File: config.mk
export PLATFORM = sky130hd
export DESIGN_NAME = mem_stage_access_flat
export DESIGN_NICKNAME = d
export VERILOG_FILES = /design/src/rtl/mem_stage_access_if.sv /design/src/rtl/mem_stage_access.sv /design/src/flat_wrapper.sv
export SDC_FILE = /design/constraint.sdc
export NUM_CORES = 1
export LEC_CHECK = 0
export ABC_AREA = 1
export CORE_MARGIN = 4
export CORE_UTILIZATION = 41
export CTS_CLUSTER_DIAMETER = 60
export DETAILED_ROUTE_END_ITERATION = 6
export HOLD_SLACK_MARGIN = 0.12
export PLACE_DENSITY = 0.82
export REMOVE_ABC_BUFFERS = 1
export SYNTH_ARGS = -nofsm -noshare
export SYNTH_HDL_FRONTEND = slang
export SYNTH_SLANG_ARGS = --single-unit
export TNS_END_PERCENT = 5
File: constraint.sdc
create_clock -name clk -period 1.5 [get_ports clk]
set_input_delay 0.15 -clock clk [delete_from_list [all_inputs] [get_ports clk]]
set_output_delay 0.15 -clock clk [all_outputs]
set_load 0.02 [all_outputs]
File: src/rtl/mem_stage_access_if.sv
// Data-bus bundle between the MEM-stage access master and memory.
// The master drives req/we/addr/be/wdata; the slave returns ack/rdata.
interface mem_stage_access_if #(
  parameter int ADDR_W = 32
) ();
  logic              bus_req;
  logic              bus_we;
  logic [ADDR_W-1:0] bus_addr;
  logic [3:0]        bus_be;
  logic [31:0]       bus_wdata;
  logic              bus_ack;
  logic [31:0]       bus_rdata;

  modport master (
    output bus_req, bus_we, bus_addr, bus_be, bus_wdata,
    input  bus_ack, bus_rdata
  );

  modport slave (
    input  bus_req, bus_we, bus_addr, bus_be, bus_wdata,
    output bus_ack, bus_rdata
  );
endinterface

File: src/rtl/mem_stage_access.sv
// MEM-stage data-bus master: one load/store per instruction, stalls the pipe until done.
// Optional bus timeout (exception code 7) enabled by defining MEM_BUS_TIMEOUT_EN.
module mem_stage_access #(
  parameter int ADDR_W         = 32,
  parameter int TIMEOUT_CYCLES = 255
) (
  input  logic                clk,
  input  logic                rst,
  input  logic [ADDR_W-1:0]   mem_addr,
  input  logic [31:0]         mem_data,
  input  logic [1:0]          mem_ctrl,
  input  logic [1:0]          mem_op,
  input  logic                mem_sext,
  input  logic                flush,
  mem_stage_access_if.master  bus,
  output logic                stall,
  output logic [31:0]         load_data,
  output logic                load_valid,
  output logic                exc_valid,
  output logic [4:0]          exc_code,
  output logic [ADDR_W-1:0]   exc_badvaddr
);

  typedef enum logic [1:0] {S_IDLE, S_BUSY, S_DONE} state_t;

  if (TIMEOUT_CYCLES < 1) begin : g_bad_timeout
    $error("TIMEOUT_CYCLES must be >= 1");
  end

  function automatic logic [3:0] gen_be(input logic [1:0] op, input logic [1:0] n);
    case (op)
      2'b00:   gen_be = 4'b0001 << n;
      2'b01:   gen_be = n[1] ? 4'b1100 : 4'b0011;
      default: gen_be = 4'b1111;
    endcase
  endfunction

  function automatic logic [31:0] gen_wdata(input logic [1:0] op, input logic [31:0] d);
    case (op)
      2'b00:   gen_wdata = {4{d[7:0]}};
      2'b01:   gen_wdata = {2{d[15:0]}};
      default: gen_wdata = d;
    endcase
  endfunction

  function automatic logic [31:0] ext_load(input logic [1:0] op, input logic [1:0] n,
                                           input logic sext, input logic [31:0] d);
    logic signed [7:0]  b;
    logic signed [15:0] h;
    logic signed [31:0] s;
    b = d[{n, 3'b000} +: 8];
    h = n[1] ? d[31:16] : d[15:0];
    case (op)
      2'b00: begin
        s = b;
        ext_load = sext ? s : {24'h0, b};
      end
      2'b01: begin
        s = h;
        ext_load = sext ? s : {16'h0, h};
      end
      default: ext_load = d;
    endcase
  endfunction

  state_t            r_state, w_next;
  logic [ADDR_W-1:0] r_addr;
  logic              r_we;
  logic [3:0]        r_be;
  logic [31:0]       r_wdata;
  logic              r_is_load;
  logic [1:0]        r_op;
  logic [1:0]        r_lane;
  logic              r_sext;
  logic              r_kill;
  logic [31:0]       r_load_data;

  logic w_acc, w_aligned, w_start, w_misal, w_tmo, w_tmo_done;

  assign w_acc     = (mem_ctrl == 2'b01) || (mem_ctrl == 2'b10);
  assign w_aligned = (mem_op == 2'b00) ||
                     ((mem_op == 2'b01) && !mem_addr[0]) ||
                     (mem_op[1] && (mem_addr[1:0] == 2'b00));
  assign w_start   = (r_state == S_IDLE) && w_acc && w_aligned && !flush;
  assign w_misal   = (r_state == S_IDLE) && w_acc && !w_aligned && !flush;

`ifdef MEM_BUS_TIMEOUT_EN
  localparam int CNT_W = (TIMEOUT_CYCLES > 1) ? $clog2(TIMEOUT_CYCLES) : 1;
  localparam logic [CNT_W-1:0] CNT_LAST = CNT_W'(TIMEOUT_CYCLES - 1);

  logic [CNT_W-1:0]  r_cnt;
  logic              r_tmo;
  logic [ADDR_W-1:0] r_vaddr;

  // Ack in the same cycle as the last wait cycle takes priority over timeout.
  assign w_tmo      = (r_state == S_BUSY) && !bus.bus_ack && (r_cnt == CNT_LAST);
  assign w_tmo_done = r_tmo;

  always_ff @(posedge clk) begin
    if (rst) begin
      r_cnt   <= '0;
      r_tmo   <= 1'b0;
      r_vaddr <= '0;
    end else if (w_start) begin
      r_cnt   <= '0;
      r_tmo   <= 1'b0;
      r_vaddr <= mem_addr;
    end else if (r_state == S_BUSY && !bus.bus_ack) begin
      r_cnt <= r_cnt + 1'b1;
      if (w_tmo) r_tmo <= 1'b1;
    end
  end
`else
  assign w_tmo      = 1'b0;
  assign w_tmo_done = 1'b0;
`endif

  always_ff @(posedge clk) begin
    if (rst) r_state <= S_IDLE;
    else     r_state <= w_next;
  end

  always_comb begin
    w_next       = r_state;
    stall        = 1'b0;
    bus.bus_req  = 1'b0;
    load_valid   = 1'b0;
    exc_valid    = 1'b0;
    exc_code     = 5'd0;
    exc_badvaddr = '0;
    case (r_state)
      S_IDLE: begin
        if (w_start) begin
          stall  = 1'b1;
          w_next = S_BUSY;
        end else if (w_misal) begin
          exc_valid    = 1'b1;
          exc_code     = (mem_ctrl == 2'b01) ? 5'd4 : 5'd5;
          exc_badvaddr = mem_addr;
        end
      end
      S_BUSY: begin
        bus.bus_req = 1'b1;
        stall       = 1'b1;
        if (bus.bus_ack || w_tmo) w_next = S_DONE;
      end
      S_DONE: begin
        w_next     = S_IDLE;
        load_valid = r_is_load && !r_kill && !w_tmo_done && !flush;
`ifdef MEM_BUS_TIMEOUT_EN
        if (w_tmo_done && !r_kill) begin
          exc_valid    = 1'b1;
          exc_code     = 5'd7;
          exc_badvaddr = r_vaddr;
        end
`endif
      end
      default: w_next = S_IDLE;
    endcase
  end

  // Bus fields are captured at start and held for the whole transaction.
  always_ff @(posedge clk) begin
    if (rst) begin
      r_addr      <= '0;
      r_we        <= 1'b0;
      r_be        <= 4'h0;
      r_wdata     <= 32'h0;
      r_is_load   <= 1'b0;
      r_op        <= 2'b00;
      r_lane      <= 2'b00;
      r_sext      <= 1'b0;
      r_kill      <= 1'b0;
      r_load_data <= 32'h0;
    end else begin
      if (w_start) begin
        r_addr    <= {mem_addr[ADDR_W-1:2], 2'b00};
        r_we      <= (mem_ctrl == 2'b10);
        r_be      <= gen_be(mem_op, mem_addr[1:0]);
        r_wdata   <= gen_wdata(mem_op, mem_data);
        r_is_load <= (mem_ctrl == 2'b01);
        r_op      <= mem_op;
        r_lane    <= mem_addr[1:0];
        r_sext    <= mem_sext;
        r_kill    <= 1'b0;
      end
      if (r_state == S_BUSY && flush) r_kill <= 1'b1;
      if (r_state == S_BUSY && bus.bus_ack)
        r_load_data <= ext_load(r_op, r_lane, r_sext, bus.bus_rdata);
    end
  end

  assign bus.bus_addr  = r_addr;
  assign bus.bus_we    = r_we;
  assign bus.bus_be    = r_be;
  assign bus.bus_wdata = r_wdata;
  assign load_data     = r_load_data;

endmodule
File: src/flat_wrapper.sv
// flat-port wrapper written by rule: the top's interface ports become plain ports
module mem_stage_access_flat 
#(
  parameter int ADDR_W         = 32,
  parameter int TIMEOUT_CYCLES = 255
)
  (clk, rst, mem_addr, mem_data, mem_ctrl, mem_op, mem_sext, flush, stall, load_data, load_valid, exc_valid, exc_code, exc_badvaddr, bus_bus_req, bus_bus_we, bus_bus_addr, bus_bus_be, bus_bus_wdata, bus_bus_ack, bus_bus_rdata);
  mem_stage_access_if #(.ADDR_W(ADDR_W)) bus_i ();
  input  logic clk;
  input  logic rst;
  input  logic [ADDR_W-1:0] mem_addr;
  input  logic [31:0] mem_data;
  input  logic [1:0] mem_ctrl;
  input  logic [1:0] mem_op;
  input  logic mem_sext;
  input  logic flush;
  output logic stall;
  output logic [31:0] load_data;
  output logic load_valid;
  output logic exc_valid;
  output logic [4:0] exc_code;
  output logic [ADDR_W-1:0] exc_badvaddr;
  output wire logic [$bits(bus_i.bus_req)-1:0] bus_bus_req;
  output wire logic [$bits(bus_i.bus_we)-1:0] bus_bus_we;
  output wire logic [$bits(bus_i.bus_addr)-1:0] bus_bus_addr;
  output wire logic [$bits(bus_i.bus_be)-1:0] bus_bus_be;
  output wire logic [$bits(bus_i.bus_wdata)-1:0] bus_bus_wdata;
  input wire logic [$bits(bus_i.bus_ack)-1:0] bus_bus_ack;
  input wire logic [$bits(bus_i.bus_rdata)-1:0] bus_bus_rdata;
  assign bus_bus_req = bus_i.bus_req;
  assign bus_bus_we = bus_i.bus_we;
  assign bus_bus_addr = bus_i.bus_addr;
  assign bus_bus_be = bus_i.bus_be;
  assign bus_bus_wdata = bus_i.bus_wdata;
  assign bus_i.bus_ack = bus_bus_ack;
  assign bus_i.bus_rdata = bus_bus_rdata;
  mem_stage_access #(.ADDR_W(ADDR_W), .TIMEOUT_CYCLES(TIMEOUT_CYCLES)) u_core (.clk(clk), .rst(rst), .mem_addr(mem_addr), .mem_data(mem_data), .mem_ctrl(mem_ctrl), .mem_op(mem_op), .mem_sext(mem_sext), .flush(flush), .bus(bus_i), .stall(stall), .load_data(load_data), .load_valid(load_valid), .exc_valid(exc_valid), .exc_code(exc_code), .exc_badvaddr(exc_badvaddr));
endmodule
==> results of run 1 <==
## cells in the final DEF (no fill, tap or decap), types with 7 or more instances in the layout
master and count:
nand2_2 13, buf_12 13, buf_4 64, nor2_4 31, dfxtp_1 105, buf_6 31
nand3_1 12, a21oi_1 93, o21ai_0 34, nand2_1 160, nand4_1 15, inv_2 7
a21oi_2 19, dlymetal6s2s_1 15, clkdlybuf4s50_1 181, o211ai_1 8, clkbuf_16 14, o21ai_1 41
inv_1 56, nor2_2 10, o21a_1 8, nor2_1 16
## worst min-delay path, delay by kind of cell
kind                     cells  cell delay [ps]
buffers and inverters        2              190
adder cells (fa/ha/maj)      1              130
AND/OR/NAND/NOR              2              110
## power breakdown
| part | switching, W | internal, W | total, W |
|---|---|---|---|
| logic | 0.00106 | 0.00101 | 0.00207 |
| clock network | 0.00107 | 0.00150 | 0.00257 |
| registers | 0.0000922 | 0.00303 | 0.00312 |
## flip-flops by register name, indices dropped and copies added, names as in the netlist
| register | flops |
|---|---|
| u_core.bus.bus_addr | 30 |
| u_core.bus.bus_be | 4 |
| u_core.bus.bus_wdata | 32 |
| u_core.bus.bus_we | 1 |
| u_core.load_data | 32 |
| u_core.r_is_load | 1 |
| u_core.r_kill | 1 |
| u_core.r_lane | 2 |
| u_core.r_op | 2 |
| u_core.r_sext | 1 |
| u_core.r_state | 2 |
## metal layers
metal  track usage  vias to the layer above  part of all wire
met5             0                        -                 0
met4         0.103                        0             0.029
met3        0.0658                       44             0.081
met2         0.463                      327              0.51
met1         0.293                     2842              0.38
li1              -                     2861                 -
## final cells by class
class,count,area share
timing repair buffer,326,0.385
multi-input combinational,479,0.291
sequential,108,0.242
inverter,65,0.0278
clock buffer,11,0.0271
tap,143,0.0200
clock inverter,5,0.00837
## path summary, 6_finish.rpt
| check | from | end | slack [ps] |
|---|---|---|---|
| worst max-delay path | u_core.r_state[1] | exc_badvaddr[21] | -240 |
| worst min-delay path | mem_ctrl[0] | u_core.bus.bus_we | 260 |
| worst max register to register | u_core.r_state[1] | u_core.bus.bus_wdata[4] | -140 |
| worst min register to register | u_core.bus.bus_wdata[3] | u_core.bus.bus_wdata[3] | 470 |
## per-stage QoR
stage / total power (W) / setup TNS (ps) / area, µm²
after global placement: 0.00489 / -80670 / 7900
after detailed placement: 0.00492 / -85640 / 7900
after CTS: 0.00759 / -13650 / 8570
after floorplan: 0.00389 / -136700 / 4710
final: 0.00776 / -10810 / 8970
after global routing: 0.00803 / -19140 / 8970
## repair_timing
item | in CTS | in global routing
gates cloned | 4 | 7
buffers inserted | 7 | 2
pin swaps | 12 | 3
resized for setup | 300 | 94
setup endpoints to repair | 113 | 149
## cell families (layout without fill, tap and decap cells)
group	after synthesis	count (layout)	synth area share
and+or+nand+nor	260	260	0.218
AOI/OAI and AO/OA	212	212	0.236
buffers and inverters	119	407	0.104
DFF	108	108	0.435
adders and majority gates	2	2	0.00504
other	1	5	0.000755
==> summary.txt, run 1 <==
Run status
  • Status: finished, violations left
  • Failing checks: negative setup slack

Drt
  • DR iter-0 viols: just under 700
  • Via density: ~5.3
  • Post-Route WL: 20500 µm
  • Avg WL per Cell: between 15 and 20 µm
  • Routed vias: 6074
  • Drt drc: 0
  • TritonRoute pass-1 iters: 5
  • DRT antenna net count: 0

Logic synthesis
  • Yosys cell types: 30
  • Top cells by count, synth: nand2_1 (163), dfxtp_1 (108), a21oi_1 (101)
  • Mapped Cells: 702
  • Yosys top cell by area: dfxtp_1
  • Avg Inst Size Synth: between 7 and 8 µm²
  • FFs w/ async S/R, synth: 0
  • Primary FF master, synth: dfxtp_1
  • Synthesized cell area: between 0.004 and 0.005 mm²
  • Post-synth EDFFs: 0
  • Top cell type's share of synthesized area: 0.435
  • Synth warn: 0
  • Count leader, synth: nand2_1
  • Ranking of synthesized cells by area: dfxtp_1 (44%), nand2_1 (12%), a21oi_1 (10%)
  • Sequential-to-total area share from yosys stat: 0.435
  • Number of synthesized register bits: around 110

Worst hold path
  • Hold Crit Depth: 5
  • Hold crit path type: input port to flip-flop

Layout
  • Antenna cells: 0
  • Layout area overhead: 80.5%
  • Final core occ: 0.769
  • Fraction of layout cells with a size suffix above 1: 0.230
  • Multi-input gate area: between 0.002 and 0.003 mm²
  • Final net count: between 1000 and 1500
  • Sequential cell area: 0.00217 mm²
  • Fillers: roughly 780
  • Post-Layout Cell Count: 1137

Setup path
  • Buf/Inv on CP: 5
  • CP most frequent cell: buf_4
  • Critical Path End Type: output port
  • Cell breakdown of the critical path: inv_2, nand3_4, nor2_4, inv_6, buf_4, buf_12, nor2_2, buf_4
  • CP Launch Type: flip-flop
  • Setup CP Type: flip-flop to output port
  • CP max stage delay: approximately 320 ps
  • Critical Path RT: around 1400 ps
  • Worst r2r path cells: 10
  • Max FO, Critical Path: 9
  • CP arrival: between 1500 and 2000 ps
  • Cell family with most CP delay: buffers and inverters
  • Critical path depth: 8
  • Critical-path top delay cell: dfxtp_2

Power and ir drop
  • Static leakage: a little over 4 nW
  • Power density over the cells: between 800 and 900 mW/mm²
  • Max VDD drop: around 0.6 mV

Die
  • Placeable core region: between 0.01 and 0.015 mm²
  • Initial Util: 0.426
  • I/O pin count: 247
  • Die W: about 120 µm
  • Std-Cell Rows: 39
  • Die Height: between 100 and 150 µm
  • Die area: around 0.014 mm²

Placed design
  • Placed wire-length estimate: 12400 µm
  • GPL Wtd Cong: around 0.84
  • Dpl ws: -1050 ps
  • Port bufs: about 240
  • Count of placed standard cells including taps: roughly 1100

STA
  • Min Tclk post-route: 1740 ps
  • Final Max Tran Viols: 0
  • Final Hold Viols: 0
  • Fin worst setup slack: -240 ps
  • RSZ-0062 raised after global routing: yes
  • Hold slack: ~260 ps
  • Clock Skew: about 7 ps
  • # setup viols final: between 100 and 150
  • Worst slew margin: 0.531
  • Actual slew at the worst max-slew pin: 701 ps
  • Maximum clock rate: about 0.57 GHz
  • Period utilization: 1.16

Run
  • Max-cap viol count: 0

Clock tree
  • Clk sinks: 108
  • Clk slew on worst S/H paths: 70 ps
  • Clk buf depth: 2
  • Clk Latency, worst-skew pair: between 300 and 400 ps
  • H-tree levels: 3
  • CTS tree: built
  • Post-CTS Hold Buffers: 0
  • Clk root buf: clkbuf_16
  • TritonCTS Buffers: 9

GRT
  • Vias in the first global route: about 5700
  • Largest net degree at the start of global routing: 59
  • Total grt overflow: 0
  • Initial antenna violation count: 0
  • Tot GR Track Use: 0.259
  • Global-route wire length before repair: ~30000 µm
(Power assumes the default switching activity.)
==> run 2, diff against run 1 <==
--- a/config.mk
+++ b/config.mk
@@ -7,11 +7,10 @@
 export LEC_CHECK = 0
 export ABC_AREA = 1
 export CORE_MARGIN = 4
-export CORE_UTILIZATION = 41
+export CORE_UTILIZATION = 27
 export CTS_CLUSTER_DIAMETER = 60
 export DETAILED_ROUTE_END_ITERATION = 6
 export HOLD_SLACK_MARGIN = 0.12
-export PLACE_DENSITY = 0.82
 export REMOVE_ABC_BUFFERS = 1
 export SYNTH_ARGS = -nofsm -noshare
 export SYNTH_HDL_FRONTEND = slang
==> summary.txt, run 2 (same netlist as run 1, synthesis figures left out) <==
Run status
  • Status: finished, violations left
  • Failing checks: negative setup slack

STA
  • RSZ-0062 raised after global routing: yes
  • Final Hold Viols: 0 (unchanged)
  • Maximum clock rate: 0.589 GHz (+2.4%)
  • # setup viols final: 88 (-15%)
  • Clock Skew: 8.09 ps (+1.18 ps)
  • Fin worst setup slack: -199 ps (+41.3 ps)
  • Min Tclk post-route: 1700 ps (-41.3 ps)
  • Period utilization: 1.13 (-0.0275)
  • Final Max Tran Viols: 0 (unchanged)

Layout
  • Antenna cells: 0 (unchanged)
  • Commonest non-fill, non-tap cell in the layout: nand2_1
  • Fraction of layout cells with a size suffix above 1: 0.226 (-0.00438)
  • Final net count: 1102 (+0.55%)
  • Final core occ: 0.505 (-0.264)
  • Most frequent cells in the layout: nand2_1 (162), clkdlybuf4s50_1 (158), dfxtp_1 (106), a21oi_1 (98), buf_4 (73)
  • Layout area overhead: 83.1%

GRT
  • Global-route wire length before repair: 29200 µm (-1.3%)
  • Total grt overflow: 0 (unchanged)
  • Largest net degree at the start of global routing: 50 (-15%)
  • Initial antenna violation count: 1 (+1)
  • Tot GR Track Use: 0.177 (-0.0823)
  • Vias in the first global route: 5477 (-3.5%)

Drt
  • Via density: 4.62 (-14%)
  • TritonRoute pass-1 iters: 6 (+1)
  • Drt drc: 0 (unchanged)
  • DR iter-0 viols: 207 (-70%)
  • Routed vias: 5672 (-6.6%)
  • Post-Route WL: 19400 µm (-5.8%)
  • Avg WL per Cell: 15.7 µm (-13%)
  • DRT antenna net count: 0 (unchanged)

Die
  • Std-Cell Rows: 49 (+26%)
  • Placeable core region: 0.0180 mm² (+55%)
  • Die area: 0.0206 mm² (+48%)
  • Initial Util: 0.276 (-0.150)
  • Die W: 144 µm (+22%)
  • Die Height: 144 µm (+22%)
  • I/O pin count: 247 (unchanged)

Clock tree
  • TritonCTS Buffers: 9 (unchanged)
  • Clk root buf: clkbuf_16
  • Clk Latency, worst-skew pair: 350 ps (about the same)
  • H-tree levels: 3 (unchanged)
  • Clk sinks: 108 (unchanged)
  • Post-CTS Hold Buffers: 0 (unchanged)
  • Clk buf depth: 2 (unchanged)
  • CTS tree: built
  • Clk slew on worst S/H paths: 70 ps (about the same)

Setup path
  • Crit. Startpoint: u_core.r_state[0]
  • Cell breakdown of the critical path: inv_2, nand3_4, nor2_4, clkinv_4, clkbuf_16, nor2_2, buf_4
  • Worst r2r path cells: 10 (unchanged)
  • Critical path depth: 7 (-1)
  • Cell family with most CP delay: buffers and inverters
  • R2r endpoint: u_core.bus.bus_wdata[9]
  • Reg2reg start: u_core.r_state[0]
  • Critical Path End Type: output port
  • CP arrival: 1550 ps (-40 ps)
  • Critical-path top delay cell: dfxtp_2
  • Setup CP Type: flip-flop to output port
  • CP max stage delay: 330 ps (about the same)
  • Max FO, Critical Path: 5 (-4)
  • Reg2Reg Setup Slack: -100 ps (+40 ps)
  • CP Launch Type: flip-flop
  • Buf/Inv on CP: 4 (-1)
  • CP endpoint: exc_badvaddr[11]
  • Critical Path RT: 1350 ps (about the same)

Run
  • Max-cap viol count: 0 (unchanged)

Power and ir drop
  • Power density over the cells: 818 mW/mm² (-5.5%)
  • Static leakage: 4.47 nW (+9.2%)
  • PnR Total Power: 0.00744 W (-4.1%)
  • Max VDD drop: 0.564 mV (-5.8%)

Worst hold path
  • Hold crit path type: input port to flip-flop

Placed design
  • Dpl ws: -975 ps (+74.2 ps)
  • GPL Wtd Cong: 0.773 (-7.6%)
  • Port bufs: 241 (unchanged)
  • Placed wire-length estimate: 12800 µm (+2.8%)
run 2: report_power, final:
| part | internal [W] | total [W] | switching [W] |
|---|---|---|---|
| clock network | 0.00122 | 0.00232 | 0.00110 |
| registers | 0.00303 | 0.00311 | 0.0000836 |
| logic | 0.000996 | 0.00201 | 0.00101 |
| total | 0.00524 | 0.00744 | 0.00219 |
run 2: through the flow:
stage               setup TNS (ps)  instances  hold slack (ps)  cell area (µm²)
floorplan                  -136700        652              212             4710
global placement            -79960       1194              449             8070
detailed placement          -83620       1194              452             8070
CTS                          -9670       1219              271             8740
global route                -16400       1229              305             9100
finish                       -8520       1229              290             9100
run 2: area by class of cell:
cell class	count	area, µm²
clock buffer	11	253
clock inverter	5	36.3
tap	229	287
multi-input combinational	479	2570
timing repair buffer	332	3540
inverter	65	249
fill	1752	8930
sequential	108	2160
run 2: worst register-to-register path, cell delays in order (launching register included):
cell     delay [ps]
dfxtp_2         330
inv_2            70
nand3_4          90
buf_4           150
buf_6           110
nor2_4          150
buf_12          160
buf_12          120
buf_12          150
nand3_1          80
o211a_1         100
run 2: routing by layer:
| layer | vias up | track usage | routed length [µm] |
|---|---|---|---|
| met5 | - | 0 | 7 |
| met4 | 2 | 0.0411 | 280 |
| met3 | 22 | 0.0589 | 1640 |
| met2 | 189 | 0.294 | 9290 |
| met1 | 2590 | 0.222 | 8140 |
| li1 | 2869 | - | - |
run 2: repair_timing:
item | CTS | global route
gates cloned | 4 | 5
gates resized for setup | 304 | 73
pin swaps | 7 | 7
buffers inserted | 5 | 8
endpoints found under the setup margin | 115 | 170
run 2: how the worst min path moves through the flow:
stage	startpoint	end	slack, ps	cells after the start
3_5_place_dp	u_core.bus.bus_be[3]	u_core.bus.bus_be[3]	450	2
6_report	mem_ctrl[1]	u_core.bus.bus_we	290	4
3_3_place_gp	u_core.bus.bus_be[3]	u_core.bus.bus_be[3]	450	2
2_1_floorplan	rst	u_core.bus.bus_wdata[0]	210	1
4_1_cts	mem_ctrl[1]	u_core.bus.bus_we	270	4
5_1_grt	mem_ctrl[1]	u_core.bus.bus_we	310	4
==> run 3, diff against run 2 <==
--- a/config.mk
+++ b/config.mk
@@ -10,6 +10,7 @@
 export CORE_UTILIZATION = 27
 export CTS_CLUSTER_DIAMETER = 60
 export DETAILED_ROUTE_END_ITERATION = 6
+export GPL_TIMING_DRIVEN = 0
 export HOLD_SLACK_MARGIN = 0.12
 export REMOVE_ABC_BUFFERS = 1
 export SYNTH_ARGS = -nofsm -noshare
==> summary.txt, run 3 (same netlist as run 1, synthesis figures left out) <==
Setup path
  • Cell breakdown of the critical path: inv_2, buf_6, nand3_4, nor2_4, buf_12, inv_16, nor2_4, buf_6
  • Cell family with most CP delay: buffers and inverters
  • Setup CP Type: flip-flop to output port
  • Critical Path RT: 1350 ps (about the same)
  • Critical Path End Type: output port
  • CP Launch Type: flip-flop
  • CP arrival: 1600 ps (+50 ps)
  • CP max stage delay: 320 ps (about the same)
  • Critical-path top delay cell: dfxtp_2
  • Buf/Inv on CP: 5 (+1)
  • Max FO, Critical Path: 5 (unchanged)

Layout
  • Final core occ: 0.469 (-0.0360)
  • Post-Layout Cell Count: 1157 (-5.9%)
  • Antenna cells: 0 (unchanged)
  • Fraction of layout cells with a size suffix above 1: 0.172 (-0.0536)
  • Final net count: 1030 (-6.5%)
  • Most frequent cells in the layout: nand2_1 (159), clkdlybuf4s50_1 (154), dfxtp_1 (105), a21oi_1 (100), inv_1 (56)
  • Commonest non-fill, non-tap cell in the layout: nand2_1
  • Layout area overhead: 70.1%

GRT
  • Vias in the first global route: 5347 (-2.4%)
  • GR peak layer: met2
  • Initial antenna violation count: 0 (-1)
  • Largest net degree at the start of global routing: 49 (-2.0%)
  • Tot GR Track Use: 0.177 (+0.000646)
  • GRT met1 Usage: 0.223 (+0.00100)
  • Total grt overflow: 0 (unchanged)
  • Met3 GRT Util: 0.0556 (-0.00333)
  • Met2 Usage GRT: 0.291 (-0.00295)
  • Global-route wire length before repair: 29000 µm (-0.73%)

Drt
  • Drt drc: 0 (unchanged)
  • Post-Route WL: 19000 µm (-2.0%)
  • Routed vias: 5448 (-3.9%)
  • DR iter-0 viols: 288 (+39%)
  • Via density: 4.71 (+2.0%)
  • Avg WL per Cell: 16.4 µm (+4.1%)
  • DRT antenna net count: 0 (unchanged)
  • TritonRoute pass-1 iters: 6 (unchanged)

STA
  • Fin worst setup slack: -246 ps (-47.6 ps)
  • Clock Skew: 8.70 ps (+0.605 ps)
  • Min Tclk post-route: 1750 ps (+47.6 ps)
  • Actual slew at the worst max-slew pin: 695 ps
  • Period utilization: 1.16 (+0.0317)
  • Final Hold Viols: 0 (unchanged)
  • # setup viols final: 80 (-9.1%)
  • RSZ-0062 raised after global routing: yes
  • Final Max Tran Viols: 0 (unchanged)
  • Maximum clock rate: 0.573 GHz (-2.7%)
  • Final setup TNS: -9730 ps (-1210 ps)
  • Worst slew margin: 0.537

Power and ir drop
  • Sw frac: 0.296 (+0.000733)
  • Static leakage: 4.15 nW (-7.2%)
  • Max VDD drop: 0.501 mV (-11%)
  • Comb power frac: 0.236 (-0.034)
  • Pint: 0.00532 W (+1.4%)
  • Power density over the cells: 894 mW/mm² (+9.3%)
  • NetSw: 0.00223 W (+1.8%)
  • Clock network fraction of design power: 0.350 (+0.038)
  • Seq pwr share: 0.414 (-0.004)

Die
  • Die Height: 144 µm (unchanged)
  • Placeable core region: 0.0180 mm² (unchanged)
  • I/O pin count: 247 (unchanged)
  • Std-Cell Rows: 49 (unchanged)
  • Die area: 0.0206 mm² (unchanged)
  • Initial Util: 0.276 (unchanged)
  • Die W: 144 µm (unchanged)

Clock tree
  • Clk Latency, worst-skew pair: 350 ps (about the same)
  • Clk root buf: clkbuf_16
  • Clk buf depth: 2 (unchanged)
  • TritonCTS Buffers: 9 (unchanged)
  • CTS tree: built
  • Clk sinks: 108 (unchanged)
  • H-tree levels: 3 (unchanged)
  • Clk slew on worst S/H paths: 80 ps (about the same)

Run
  • Max-cap viol count: 0 (unchanged)

Placed design
  • Port bufs: 241 (unchanged)
  • Count of placed standard cells including taps: 1126 (-5.7%)
  • Placed wire-length estimate: 12300 µm (-3.9%)
  • GPL Wtd Cong: 0.781 (+0.98%)

Worst hold path
  • Hold crit path type: input port to flip-flop

Run status
  • Failing checks: negative setup slack
  • Status: finished, violations left
-- run 3: changes by cell type in the layout (fill, tap and decap cells not counted), moves of 4 or more --
cell / previous run / this run
buf_4: 73 / 12
o21ai_0: 57 / 50
o21ai_1: 20 / 27
buf_12: 13 / 7
nor2_2: 10 / 16
clkbuf_16: 13 / 9
clkdlybuf4s50_1: 158 / 154
nor2_4: 30 / 26
-- run 3: power by group through the flow --
stage               clock network [W]  logic, W  registers, W
floorplan                           0  0.000528       0.00336
global placement                    0   0.00158       0.00319
detailed placement                  0   0.00160       0.00319
CTS                           0.00270   0.00178       0.00313
global route                  0.00282   0.00193       0.00315
finish                        0.00265   0.00178       0.00313
-- run 3: timing repair --
action | in CTS | in global routing
pin swaps | 8 | 0
hold buffers | 0 | 0
buffers inserted | 9 | 1
setup endpoints to repair | 148 | 145
cloned | 5 | 0
hold endpoints to repair | 0 | 0
gates resized for setup | 338 | 77
-- run 3: worst paths after layout --
check / from / endpoint / slack, ps / cells after the start
setup / recovery: u_core.r_state[1] / exc_badvaddr[7] / -250 / 8
hold reg to reg: u_core.r_kill / u_core.r_kill / 460 / 2
hold / removal: mem_op[1] / u_core.bus.bus_wdata[21] / 150 / 3
setup reg to reg: u_core.r_state[1] / u_core.bus.bus_addr[15] / -120 / 9
-- run 3: worst register-to-register path, cell delays in order, from the launching register on --
cell	delay [ps]
dfxtp_2	320
inv_2	70
buf_6	100
nand3_4	90
nor2_4	160
buf_12	180
buf_16	180
buf_16	230
o21ai_1	110
a21oi_1	130
-- run 3: final cells by class --
cell class              instances  area, µm²
fillers                      1822       9580
repair buffers                256       2770
multi-input cells             480       2560
flip-flops and latches        108       2170
inverters                      65        287
well taps                     229        287
clock buffers                   9        225
clock inverters                 7        100
repair inverters                3       43.8
-- run 3: layer usage --
metal  up-vias  part of all wire  wire length, µm
met5         -                 0                0
met4         0             0.018              337
met3        22             0.085             1620
met2       194              0.47             8970
met1      2505              0.42             8040
li1       2727                 -                -
-- run 3: stage by stage --
| stage | total power, W | area, µm² | worst slack, ps | hold WS [ps] |
|---|---|---|---|---|
| floorplan | 0.00389 | 4710 | -1600 | 212 |
| global placement | 0.00477 | 7410 | -4090 | 451 |
| detailed placement | 0.00479 | 7500 | -2430 | 454 |
| CTS | 0.00761 | 8250 | -259 | 138 |
| global route | 0.00789 | 8450 | -312 | 171 |
| finish | 0.00755 | 8450 | -246 | 150 |
